==> config.mk <==
export PLATFORM = sky130hd
export DESIGN_NAME = nfc_way_command_scheduler
export DESIGN_NICKNAME = d
export VERILOG_FILES = /design/src/rtl/nfc_way_command_scheduler.sv
export SDC_FILE = /design/constraint.sdc
export NUM_CORES = 1
export LEC_CHECK = 0
export CAP_MARGIN = 5
export CELL_PAD_IN_SITES_DETAIL_PLACEMENT = 0
export CELL_PAD_IN_SITES_GLOBAL_PLACEMENT = 1
export CORE_ASPECT_RATIO = 2
export CORE_UTILIZATION = 52
export DETAILED_ROUTE_END_ITERATION = 16
export PLACE_DENSITY_LB_ADDON = 0.1
export SLEW_MARGIN = 20
export SYNTH_ARGS = -nofsm -noshare
export SYNTH_HDL_FRONTEND = slang
export SYNTH_SLANG_ARGS = --single-unit
==> constraint.sdc <==
create_clock -name iSystemClock -period 4.8 [get_ports iSystemClock]
set_input_delay 0.96 -clock iSystemClock [delete_from_list [all_inputs] [get_ports iSystemClock]]
set_output_delay 0.96 -clock iSystemClock [all_outputs]
set_load 0.02 [all_outputs]
==> src/rtl/nfc_way_command_scheduler.sv <==
// ---------------------------------------------------------------------------
// nfc_way_command_scheduler
//
// Purpose:
//   Multi-way command front-end for the NAND flash controller. Each host
//   command is pushed into a per-way FIFO, where the way is iTargetID.
//   A round-robin arbiter forwards one command at a time to the
//   command-issue engine. It only considers ways that hold a command, whose
//   R/B line reports ready, and whose post-issue guard counter has expired.
//
// Ports:
//   iSystemClock, iReset          clock, asynchronous active-high reset
//   iOpcode/iTargetID/iSourceID/  host command payload
//   iAddress/iLength
//   iCMDValid / oCMDReady         host push handshake
//   oOpcode/oTargetID/oSourceID/  issued command payload (registered)
//   oAddress/oLength
//   oCMDValid / iCMDReady         issue-engine handshake
//   iReadyBusy                    per-way R/B, 1 = ready, already synchronised
//   oQueueFull / oQueueEmpty      per-way FIFO status (registered)
//   oTargetError                  one-cycle pulse after an out-of-range target
//                                 is accepted and dropped
//   oSchedState                   arbiter FSM state, for debug
//   oIssueCount                   per-way 16-bit saturating issue counters;
//                                 present only with NFC_SCHED_ISSUE_STATS_EN
//
// Handshakes (both sides): a transfer happens on a rising edge where valid
// and ready are both 1. While oCMDValid is 1 and iCMDReady is 0, the payload
// outputs hold stable. oCMDReady is combinational from iTargetID and the
// registered full flags. It does not depend on iCMDValid.
//
// Optional feature macro: NFC_SCHED_ISSUE_STATS_EN
// ---------------------------------------------------------------------------
module nfc_way_command_scheduler #(
    parameter int NumberOfWays    = 4,
    parameter int QueueDepth      = 4,
    parameter int BusyGuardCycles = 4
) (
    input  logic                    iSystemClock,
    input  logic                    iReset,
    input  logic [5:0]              iOpcode,
    input  logic [4:0]              iTargetID,
    input  logic [4:0]              iSourceID,
    input  logic [31:0]             iAddress,
    input  logic [15:0]             iLength,
    input  logic                    iCMDValid,
    output logic                    oCMDReady,
    output logic [5:0]              oOpcode,
    output logic [4:0]              oTargetID,
    output logic [4:0]              oSourceID,
    output logic [31:0]             oAddress,
    output logic [15:0]             oLength,
    output logic                    oCMDValid,
    input  logic                    iCMDReady,
    input  logic [NumberOfWays-1:0] iReadyBusy,
    output logic [NumberOfWays-1:0] oQueueFull,
    output logic [NumberOfWays-1:0] oQueueEmpty,
    output logic                    oTargetError,
    output logic [1:0]              oSchedState
`ifdef NFC_SCHED_ISSUE_STATS_EN
   ,output logic [16*NumberOfWays-1:0] oIssueCount
`endif
);

    localparam int WW = $clog2(NumberOfWays);
    localparam int PW = $clog2(QueueDepth);
    localparam int CW = PW + 1;

    typedef enum logic [1:0] {
        S_IDLE   = 2'd0,
        S_SELECT = 2'd1,
        S_ISSUE  = 2'd2
    } state_t;

    state_t state_q, state_d;

    logic [63:0]             mem_q    [NumberOfWays][QueueDepth];
    logic [PW-1:0]           wr_ptr_q [NumberOfWays];
    logic [PW-1:0]           rd_ptr_q [NumberOfWays];
    logic [CW-1:0]           count_q  [NumberOfWays];
    logic [CW-1:0]           count_d  [NumberOfWays];
    logic [3:0]              guard_q  [NumberOfWays];
    logic [NumberOfWays-1:0] full_q, full_d, empty_q, empty_d;
    logic [NumberOfWays-1:0] push_en, pop_en, eligible;

    logic [WW-1:0] last_q, winner_q;
    logic [WW-1:0] rr_idx, idx_hi, idx_lo;
    logic          rr_found, found_hi, found_lo;

    logic          target_ok;
    logic          load_out, issue_hs;
    logic          valid_q, err_q;
    logic [63:0]   in_entry, head_entry, out_q;

    // ---------------- push side ----------------
    assign target_ok = (iTargetID < 5'(NumberOfWays));
    assign in_entry  = {iOpcode, iTargetID, iSourceID, iAddress, iLength};

    // Out-of-range targets are always accepted so the host never stalls on them.
    assign oCMDReady = target_ok ? ~full_q[iTargetID[WW-1:0]] : 1'b1;

    assign issue_hs = (state_q == S_ISSUE) && iCMDReady;

    always_comb begin
        push_en  = '0;
        pop_en   = '0;
        eligible = '0;
        full_d   = '0;
        empty_d  = '0;
        for (int w = 0; w < NumberOfWays; w++) begin
            // Full is taken from the registered flag: a full queue refuses a
            // push even in the cycle that it pops.
            push_en[w]  = iCMDValid && target_ok && (iTargetID == 5'(w)) && !full_q[w];
            pop_en[w]   = issue_hs && (winner_q == WW'(w));
            count_d[w]  = count_q[w] + CW'(push_en[w]) - CW'(pop_en[w]);
            full_d[w]   = (count_d[w] == CW'(QueueDepth));
            empty_d[w]  = (count_d[w] == '0);
            eligible[w] = !empty_q[w] && iReadyBusy[w] && (guard_q[w] == 4'd0);
        end
    end

    // ---------------- round-robin search ----------------
    // The first eligible way above lastGrant wins. If there is none, the
    // first eligible way at or below lastGrant wins. This is the same as a
    // modulo search that starts at lastGrant+1.
    always_comb begin
        found_hi = 1'b0;
        found_lo = 1'b0;
        idx_hi   = '0;
        idx_lo   = '0;
        for (int w = 0; w < NumberOfWays; w++) begin
            if (eligible[w] && (WW'(w) > last_q) && !found_hi) begin
                found_hi = 1'b1;
                idx_hi   = WW'(w);
            end
            if (eligible[w] && (WW'(w) <= last_q) && !found_lo) begin
                found_lo = 1'b1;
                idx_lo   = WW'(w);
            end
        end
        rr_found = found_hi || found_lo;
        rr_idx   = found_hi ? idx_hi : idx_lo;
    end

    assign head_entry = mem_q[rr_idx][rd_ptr_q[rr_idx]];

    // ---------------- arbiter FSM ----------------
    always_comb begin
        state_d  = state_q;
        load_out = 1'b0;
        case (state_q)
            S_IDLE: begin
                if (|eligible) state_d = S_SELECT;
            end
            S_SELECT: begin
                // Eligibility is re-evaluated here. R/B may have dropped
                // since IDLE.
                if (rr_found) begin
                    load_out = 1'b1;
                    state_d  = S_ISSUE;
                end else begin
                    state_d = S_IDLE;
                end
            end
            S_ISSUE: begin
                // Once a command is presented it is never withdrawn.
                if (iCMDReady) state_d = S_IDLE;
            end
            default: state_d = S_IDLE;
        endcase
    end

    always_ff @(posedge iSystemClock or posedge iReset) begin
        if (iReset) begin
            state_q  <= S_IDLE;
            valid_q  <= 1'b0;
            err_q    <= 1'b0;
            out_q    <= '0;
            winner_q <= '0;
            last_q   <= WW'(NumberOfWays - 1);
        end else begin
            state_q <= state_d;
            err_q   <= iCMDValid && !target_ok;
            if (load_out) begin
                valid_q  <= 1'b1;
                out_q    <= head_entry;
                winner_q <= rr_idx;
            end else if (issue_hs) begin
                valid_q <= 1'b0;
                last_q  <= winner_q;
            end
        end
    end

    // ---------------- per-way queue state ----------------
    always_ff @(posedge iSystemClock or posedge iReset) begin
        if (iReset) begin
            full_q  <= '0;
            empty_q <= '1;
            for (int w = 0; w < NumberOfWays; w++) begin
                wr_ptr_q[w] <= '0;
                rd_ptr_q[w] <= '0;
                count_q[w]  <= '0;
                guard_q[w]  <= '0;
            end
        end else begin
            full_q  <= full_d;
            empty_q <= empty_d;
            for (int w = 0; w < NumberOfWays; w++) begin
                count_q[w] <= count_d[w];
                if (push_en[w]) wr_ptr_q[w] <= wr_ptr_q[w] + 1'b1;
                if (pop_en[w])  rd_ptr_q[w] <= rd_ptr_q[w] + 1'b1;
                // A fresh issue reloads the guard. This covers the time the
                // die takes to pull R/B low.
                if (pop_en[w])
                    guard_q[w] <= 4'(BusyGuardCycles);
                else if (guard_q[w] != 4'd0)
                    guard_q[w] <= guard_q[w] - 4'd1;
            end
        end
    end

    // Queue storage has no reset. The pointers and counts define validity.
    always_ff @(posedge iSystemClock) begin
        for (int w = 0; w < NumberOfWays; w++) begin
            if (push_en[w]) mem_q[w][wr_ptr_q[w]] <= in_entry;
        end
    end

`ifdef NFC_SCHED_ISSUE_STATS_EN
    logic [15:0] stat_q [NumberOfWays];

    always_ff @(posedge iSystemClock or posedge iReset) begin
        if (iReset) begin
            for (int w = 0; w < NumberOfWays; w++) stat_q[w] <= '0;
        end else begin
            for (int w = 0; w < NumberOfWays; w++) begin
                if (pop_en[w] && (stat_q[w] != 16'hFFFF)) stat_q[w] <= stat_q[w] + 16'd1;
            end
        end
    end

    always_comb begin
        oIssueCount = '0;
        for (int w = 0; w < NumberOfWays; w++) oIssueCount[16*w +: 16] = stat_q[w];
    end
`endif

    // ---------------- outputs ----------------
    assign {oOpcode, oTargetID, oSourceID, oAddress, oLength} = out_q;
    assign oCMDValid    = valid_q;
    assign oTargetError = err_q;
    assign oQueueFull   = full_q;
    assign oQueueEmpty  = empty_q;
    assign oSchedState  = state_q;

endmodule

# == Word level (Yosys, flattened, before mapping) ==
# Memory sizes are Yosys's and may differ from the RTL's.
# Index checks and enable logic that the tools add are counted.
# totals
ff_bits,124
ramBits,1024
mem_count,1
wordCells,235
# memory_table
memory,words,width,read_ports,rd_ports_with_merged_regs,write_ports,line,source
mem_q,4,256,1,0,1,77,logic [63:0] mem_q [NumberOfWays][QueueDepth];
# classes
n_lt_le_gt_ge,20
n_eq_ne,14
reduce_logical,83
add_sub_neg,20
bitwise_logic,8
muxes,65
# op_table
op,count
2-to-1 mux 256 bit,10
OR reduction 256 bit,3
demux 64 bit (select 2 bit),4
2-to-1 mux 64 bit,6
binary-select mux 64 bit (select 2 bit),1
logical AND 1 bit,41
2-to-1 mux 4 bit,8
2-to-1 mux 2 bit,13
2-to-1 mux 1 bit,20
"greater-or-equal comparator 3 bit, second input constant",6
inverter 2 -> 3 bit,6
"adder 2 x 1 -> 2 bit, second input constant",8
logical NOT 4 bit,4
nonzero test 4 bit,4
"subtractor 4 x 1 -> 4 bit, second input constant",4
logical NOT 1 bit,15
adder 3 x 1 -> 3 bit,4
"equality test 3 bit, second input constant",4
logical NOT 3 bit,4
"less-than comparator 3 x 1 -> 1 bit, second input constant",4
subtractor 3 x 1 -> 3 bit,4
"equality test 5 x 2 -> 1 bit, second input constant",2
nonzero test 2 bit,5
"equality test 2 bit, second input constant",3
18 further kinds,27

# == Longest topological paths before layout ==
# Gate-level depths: netlist of the first run.
# logic_depth
ltp_word,23
mapped_depth,15
mapped_depth_nobuf,12

# == Least setup slack after synthesis of the first run ==
# OpenSTA, ideal clock, no wires.
# synth_path
path_type,input -> register
from,input port iTargetID[4]
to,memory mem_q[2][0] (netlist name) (enable)
required_time_ns,4.371
stages,4
arrival_time_ns,3.515
n_path_buf,0
setup_ns,0.429
slack_ns,0.856
path_cell_list,nor3_1 > nand3b_1 > nor3b_1 > and2_1
# synth_between
elab_chain_cells,10
elab_cells_between_ends,31
cone_classes,order compare: 1; eq/ne: 3; mux: 14; reduce/logical: 13
# synth_rtl
element,line,source
"start, declared",42,"input logic [4:0] iTargetID,"
less-than comparator 5 x 3 -> 1 bit,96,assign target_ok = (iTargetID < 5'(NumberOfWays));
logical AND 1 bit (3 in series),113,push_en[w] = iCMDValid && target_ok && (iTargetID == 5'(w)) && !full_q[w];
2-to-1 mux 1 bit,226,if (push_en[w]) mem_q[w][wr_ptr_q[w]] <= in_entry;
2-to-1 mux 256 bit (implied by the code),226,
OR reduction 256 bit (no line),-,
2-to-1 mux 2 bit (no line) or 2-to-1 mux 256 bit (tied branches) (3 in series),-,
"end, declared",77,
# Parallel ways exist; a longest one is shown, timed or not.

# == Worst setup path in the final report of the first run ==
# layout_path
from,register guard_q[12] (netlist name)
to,register out_q[51]
# layout_between
elab_chain_cells,22
elab_cells_between_ends,43
cone_classes,mux: 23; bitwise: 2; reduce/logical: 17; memory: 1
# layout_rtl
element,line,source
"start, declared",82,logic [3:0] guard_q [NumberOfWays];
"start signal, assigned by index",216,guard_q[w] <= 4'(BusyGuardCycles);
"start signal, assigned by index",218,guard_q[w] <= guard_q[w] - 4'd1;
logical NOT 4 bit *,118,eligible[w] = !empty_q[w] && iReadyBusy[w] && (guard_q[w] == 4'd0);
logical AND 1 bit *,118,
"logical AND 1 bit, on equally long branches","136, 132",
"2-to-1 mux 1 bit, on equally long branches","136, 132",
"logical NOT 1 bit, on equally long branches","136, 132",
"logical AND 1 bit, on equally long branches","136, 132",
"2-to-1 mux 1 bit, on equally long branches","136, 132",
"logical NOT 1 bit, on equally long branches","136, 132",
[4 not listed],-,
"2-to-1 mux 2 bit, or another cell as far along",136,if (eligible[w] && (WW'(w) <= last_q) && !found_lo) begin
2-to-1 mux 2 bit,142,rr_idx = found_hi ? idx_hi : idx_lo;
inverter 2 -> 3 bit (implied by the code),145,assign head_entry = mem_q[rr_idx][rd_ptr_q[rr_idx]];
binary-select mux 2 bit (select 2 bit),145,
2-to-1 mux 2 bit (implied by the code) (2 in series),145,
inverter 2 -> 3 bit (implied by the code),145,
binary-select mux 64 bit (select 2 bit),145,
2-to-1 mux 64 bit (implied by the code) (2 in series),145,
"end signal, assigned",186,out_q <= head_entry;
"end, declared",93,"logic [63:0] in_entry, head_entry, out_q;"
# Every way passes the cells marked *; elsewhere a longest branch is shown, timed or not. The select of a mux whose other input is x is not followed.
# A chain may end at the register's enable or synchronous reset.

==> reports/metrics.yaml, run 1 <==
outcome:
  status: "finished clean"
routing:
  route.detailed.drc: 0
  wirelength_mm: 133
  post_drt_wl_per_cell_um: 30.1
  drt-pass1-iter-count: 5
  num_vias: 28500
  routed_via_density: 6.46
  ant_nets: 0
  drt-initial-drc-count: 2367
logic_synthesis:
  ys.flop_type: "edfxtp_1"
  synth_compound_area_frac: 0.105
  synthSimpleGateAreaFrac: 0.0823
  synthArstFlopShare: 0.108
  syn_nets: 3095
  synth_edf_count: 1024
  yosysUniqueCellTypes: 58
  synth_top_cell_by_area: "edfxtp_1"
  syn_area_per_cell_um2: 15.3
  syn_area_um2: 45600
  synth-seq-cells: 1148
  synth_warnings: 0
  synth_top_family_by_area: "compound AO/OA/AOI/OAI gates"
  netlist_instances: 2987
  synth_xor_area_frac: 0.00442
  synth_top_area_share: 0.675
  synthAdderAreaFrac: 0.0105
  synth_area_leaders: "edfxtp_1 (67%), dfrtp_1 (6.5%), a211oi_1 (4.3%)"
  yosysSeqAreaShare: 0.743
  synth_mux_area_frac: 0.0299
floorplan:
  initial_utilization: 0.524
  die_h_um: 421
  rows: 153
  core_um2: 86900
  die_w_um: 211
  dieArea_um2: 88900
  ios: 149
placed_design:
  dp_hpwl_mm: 77.8
  gp_congestion: 0.814
  port_buffers: 148
sta:
  finalSetupTns_ps: 0
  fin_crit_ps: 4060
  setup_violations: 0
  slew_headroom: 0.378
  drv_slew: 0
  finalHoldViolCount: 0
  clock_skew_ps: 24.7
  fmax_ghz: 0.246
  worstMarginPinSlew_ps: 933
  fin_crit_sh: 0.847
  grt_setup_unrepaired: "no"
global_routing:
  grt_max_degree: 99
  antenna_found_initial: 8
  grt_pass1_vias: 29000
  grt_overflow: 0
  grt_pass1_wl_mm: 192
  grt_usage: 0.302
clocking:
  numCtsBuffers: 99
  clk_latency_ps: 700
  cts_buffer_depth: 3
  cts_tree: "yes"
  clkSlewWorstSetupHoldPaths_ps: 70
  hold_buffers: 0
  htreeDepth: 3
  cts_setup_buffers: 0
  cts_sinks: 1148
  cts.repair.resized: 0
  cts-root-buf: "clkbuf_16"
power_and_ir_drop:
  power_density_nw_per_um2: 526
  ir_drop_uv: 378
  internal-power_w: 0.0191
  power_switching_w: 0.00886
  p_leak_nw: 18.2
  p_sw_frac: 0.317
  p_clk_frac: 0.313
  combPwrFrac: 0.257
  pwr-share-seq: 0.430
cells_and_area:
  seqCellArea_um2: 33900
  multi_input_area_um2: 10700
  areaGrowthSynthToFinish_pct: 16.6
  fillers: 6587
  drive_gt1_frac: 0.112
  final_nets: 3265
  final_core_util: 0.611
worst_setup_path:
  arrival_ps: 4620
  crit_type: "reg -> reg"
  cp.required_ps: 5360
  cp-end-kind: "register"
  start_kind: "register"
  cp_max_fo: 35
min_path:
  hold_path.class: "reg -> reg"
flow_run:
  maxCapViolCount: 0
Yosys cell counts, drive strengths merged, types with 60 or more instances:
library cell     n
and4            60
and3           133
nand3           69
buf             75
o21ai           75
a221oi          64
a21oi           65
mux2i          128
edfxtp        1024
dfrtp          118
nor2           149
a22o            64
clkbuf         153
a31oi          124
a211oi         259
nand2          155
routing by layer:
metal / wire length [um] / global-route usage / part of all wire / up-vias
met4: 6240 / 0.146 / 0.047 / 4
li1: - / - / - / 12200
met1: 48300 / 0.354 / 0.36 / 14800
met5: 26 / 0 / 0.00020 / -
met2: 70100 / 0.541 / 0.53 / 1214
met3: 7870 / 0.0407 / 0.059 / 323
cell usage in the layout, fill, tap and decap left out, drive strengths merged, types with 64 or more instances in the layout:
cell type	Yosys	final
edfxtp	1024	1024
a211oi	259	259
nand2	155	155
nor2	149	149
buf	75	149
clkdlybuf4s50	0	148
and3	133	133
clkbuf	153	130
mux2i	128	128
a31oi	124	124
dfrtp	118	118
o21ai	75	75
nand3	69	69
a21oi	65	65
a22o	64	64
a221oi	64	64
layout make-up:
cell class | instances | share of cell area
Sequential cell | 1148 | 0.638
Multi-Input combinational cell | 1568 | 0.202
Timing Repair Buffer | 297 | 0.0633
Clock buffer | 130 | 0.0517
Tap cell | 1162 | 0.0274
Clock inverter | 57 | 0.0152
Inverter | 43 | 0.00313
Antenna cell | 4 | 0.000188
critical path: stages (launching register included):
cell	delay, ps
dfrtp_1	400
inv_1	80
ha_1	230
or3b_1	350
o22ai_1	200
a22oi_2	580
and3_1	250
a211oi_1	60
or3_2	750
buf_12	290
nor4_1	550
a211oi_1	150
state kept, by name, indices dropped and copies added, names as in the netlist:
signal        count
oQueueFull        4
mem_q          1024
oSchedState       2
rd_ptr_q          8
oTargetError      1
winner_q          2
guard_q          16
out_q            64
oQueueEmpty       4
count_q          12
oCMDValid         1
wr_ptr_q          8
last_q            2
power by group through the flow:
stage / registers, W / clock network, W / logic [W]
6_report: 0.0120 / 0.00873 / 0.00718
2_1_floorplan: 0.0123 / 0 / 0.00378
3_3_place_gp: 0.0122 / 0 / 0.00701
3_5_place_dp: 0.0122 / 0 / 0.00718
5_1_grt: 0.0121 / 0.00917 / 0.00763
4_1_cts: 0.0120 / 0.00885 / 0.00720
path summary, 6_finish.rpt:
kind / start / endpoint / slack (ps) / depth (start not counted)
max: guard_q[12] / out_q[51] / 740 / 11
min: rd_ptr_q[3] / rd_ptr_q[3] / 480 / 1
max reg2reg: guard_q[12] / out_q[51] / 740 / 11
min reg2reg: rd_ptr_q[3] / rd_ptr_q[3] / 480 / 1
max in group asynchronous: iReset / out_q[28] / 3160 / 3
min in group asynchronous: iReset / out_q[2] / 650 / 2
cells by family (layout without fill, tap and decap cells):
group / count (synthesis) / after routing
flip-flops: 1148 / 1148
AND/OR/NAND/NOR: 703 / 703
AO/OA/AOI/OAI: 672 / 672
buffers and inverters: 271 / 527
multiplexers: 134 / 134
adder cells (fa/ha/maj): 36 / 36
XOR/XNOR: 23 / 23
other: 0 / 4
through the flow:
stage / area, um^2 / instances / hold WS (ps) / total power, W / setup WS [ps]
global route: 53100 / 4408 / 502 / 0.0289 / 502
CTS: 53100 / 4405 / 486 / 0.0281 / 685
finish: 53100 / 4409 / 483 / 0.0279 / 735
floorplan: 45600 / 2987 / 437 / 0.0161 / 551
detailed placement: 49600 / 4218 / 477 / 0.0194 / 131
global placement: 49500 / 4217 / 469 / 0.0192 / 227
(Power assumes the default switching activity.)
==> run 2, diff against run 1 <==
--- a/config.mk
+++ b/config.mk
@@ -9,7 +9,7 @@
 export CELL_PAD_IN_SITES_DETAIL_PLACEMENT = 0
 export CELL_PAD_IN_SITES_GLOBAL_PLACEMENT = 1
 export CORE_ASPECT_RATIO = 2
-export CORE_UTILIZATION = 52
+export CORE_UTILIZATION = 47
 export DETAILED_ROUTE_END_ITERATION = 16
 export PLACE_DENSITY_LB_ADDON = 0.1
 export SLEW_MARGIN = 20
==> constraint.sdc (replaced) <==
create_clock -name iSystemClock -period 3.6 [get_ports iSystemClock]
set_input_delay 0.72 -clock iSystemClock [delete_from_list [all_inputs] [get_ports iSystemClock]]
set_output_delay 0.72 -clock iSystemClock [all_outputs]
set_load 0.02 [all_outputs]
==> reports/metrics.yaml, run 2 (synthesis results as in run 1) <==
outcome:
  status: "finished clean"  # unchanged
sta:
  setup_violations: 0  # unchanged
  slew_headroom: 0.522  # was 0.378
  finalSetupTns_ps: 0  # unchanged
  clock_skew_ps: 29.8  # was 24.7 ps
  worstMarginPinSlew_ps: 718  # was 933 ps
  fin_crit_sh: 0.978  # was 0.847
  holdWs_ps: 387  # was 483 ps
  finalHoldViolCount: 0  # unchanged
  fin_crit_ps: 3520  # was 4060 ps
  drv_slew: 0  # unchanged
  fin_ws_ps: 79.9  # was 735 ps
  fmax_ghz: 0.284  # was 0.246 GHz
min_path:
  hold_path.class: "in -> async"  # was reg -> reg
global_routing:
  antenna_found_initial: 8  # unchanged
  grt_max_degree: 71  # was 99
  grt_usage: 0.280  # was 0.302
  grt_overflow: 0  # unchanged
  grt_pass1_vias: 29500  # was 29000
  grt_pass1_wl_mm: 199  # was 192 mm
power_and_ir_drop:
  combPwrFrac: 0.283  # was 0.257
  power_switching_w: 0.0121  # was 0.00886 W
  p_sw_frac: 0.317  # about the same
  power_density_nw_per_um2: 691  # was 526 nW/um^2
  pwr-share-seq: 0.417  # was 0.430
  ir_drop_uv: 631  # was 378 uV
  internal-power_w: 0.0262  # was 0.0191 W
  p_clk_frac: 0.300  # was 0.313
  p_leak_nw: 19.4  # was 18.2 nW
routing:
  route.detailed.drc: 0  # unchanged
  ant_nets: 0  # unchanged
  routed_via_density: 6.18  # was 6.46
  drt-pass1-iter-count: 6  # was 5
  post_drt_wl_per_cell_um: 29.7  # was 30.1 um
  num_vias: 28700  # was 28500
  wirelength_mm: 138  # was 133 mm
  drt-initial-drc-count: 2578  # was 2367
cells_and_area:
  largest_register_ffs: 1024  # unchanged
  layout_common_cells: "edfxtp_1 (1024), a211oi_1 (246), buf_4 (206)"  # was edfxtp_1 (1024), a211oi_1 (259), nand2_1 (151)
  areaGrowthSynthToFinish_pct: 21.7  # was 16.6%
  final_core_util: 0.577  # was 0.611
  drive_gt1_frac: 0.169  # was 0.112
  fillers: 7418  # was 6587
  final_nets: 3441  # was 3265
  fin_cells: 4645  # was 4409
  mostFrequentLayoutCell: "edfxtp_1"  # unchanged
placed_design:
  gp_congestion: 0.832  # was 0.814
  pre_cts_ws_ps: -1020  # was 131 ps
  port_buffers: 148  # unchanged
  dp_hpwl_mm: 86.3  # was 77.8 mm
  dp_cells: 4450  # was 4218
worst_setup_path:
  cp_max_fo: 14  # was 35
  cp-end-kind: "register"  # unchanged
  cp.required_ps: 4170  # was 5360 ps
  start_kind: "register"  # unchanged
  arrival_ps: 4090  # was 4620 ps
  crit_type: "reg -> reg"  # unchanged
  reg2reg_slack_ps: 80  # was 740 ps
floorplan:
  ios: 149  # unchanged
  initial_utilization: 0.474  # was 0.524
  die_w_um: 222  # was 211 um
  rows: 161  # was 153
  dieArea_um2: 98300  # was 88900 um^2
  die_h_um: 442  # was 421 um
  core_um2: 96100  # was 86900 um^2
clocking:
  clkSlewWorstSetupHoldPaths_ps: 70  # about the same
  cts-root-buf: "clkbuf_16"  # unchanged
  numCtsBuffers: 98  # was 99
  clk_latency_ps: 710  # was 700 ps
  cts_tree: "yes"  # unchanged
  htreeDepth: 3  # unchanged
  cts_sinks: 1148  # unchanged
  cts_buffer_depth: 3  # unchanged
  hold_buffers: 0  # unchanged
flow_run:
  maxCapViolCount: 0  # unchanged
[run 2: cell types whose count changed in the layout (fill, tap and decap cells not counted), moves of 10 or more]
| cell | previous run | this run |
|---|---|---|
| buf_4 | 88 | 206 |
| a211oi_1 | 259 | 246 |
| nor4_1 | 59 | 46 |
| a211oi_2 | 0 | 13 |
| buf_12 | 61 | 110 |
| nor4_2 | 0 | 10 |
[run 2: path summary, 6_finish.rpt]
check                               start        endpoint  depth (start not counted)
max                            guard_q[4]       out_q[46]                         15
min                                iReset     winner_q[1]                          2
max reg2reg                    guard_q[4]       out_q[46]                         15
min reg2reg                oSchedState[0]  oSchedState[0]                          1
max in group asynchronous          iReset       out_q[52]                          3
min in group iSystemClock  oSchedState[0]  oSchedState[0]                          1
[run 2: critical path: stages, from the launching register on]
cell	delay, ps
dfrtp_1	410
inv_1	100
ha_1	190
or3b_1	430
buf_4	180
nor3_2	150
a2111o_1	220
o311a_1	230
buf_6	190
nor3_4	60
buf_12	150
buf_12	150
a22o_1	290
nor4_4	350
buf_4	160
a211oi_1	60
[run 2: repair_timing]
item,CTS,global route
buffers inserted,0,3
pin swaps,0,3
endpoints found under the setup margin,14,65
gates resized for setup,11,41
cloned,0,2
[run 2: area by class of cell]
| class | instances | area, um^2 | area share |
|---|---|---|---|
| Timing Repair Buffer | 474 | 5400 | 0.0974 |
| Tap cell | 1222 | 1530 | 0.0276 |
| Inverter | 43 | 165 | 0.00298 |
| Antenna cell | 4 | 10.0 | 0.000181 |
| Clock inverter | 55 | 692 | 0.0125 |
| Multi-Input combinational cell | 1568 | 11000 | 0.198 |
| Clock buffer | 131 | 2820 | 0.0509 |
| Sequential cell | 1148 | 33900 | 0.611 |
[run 2: power groups by stage]
stage               registers [W]  clock network, W  logic [W]
floorplan                  0.0164                 0    0.00504
global placement           0.0162                 0     0.0104
detailed placement         0.0163                 0     0.0106
CTS                        0.0160            0.0117     0.0106
global route               0.0160            0.0121     0.0115
finish                     0.0160            0.0115     0.0109
[run 2: through the flow]
stage                     cell area, um^2  power, W
final                               55400    0.0383
after global routing                55400    0.0397
after CTS                           55100    0.0383
after detailed placement            51500    0.0268
after global placement              51500    0.0266
after floorplan                     45600    0.0215
[run 2: metal layers]
layer  up-vias  wire length [um]  global-route usage
met5         -                 0                   0
met4         0              5490               0.114
met2      1017             73700               0.511
li1      12500                 -                   -
met3       247              6830              0.0296
met1     14900             51900               0.334
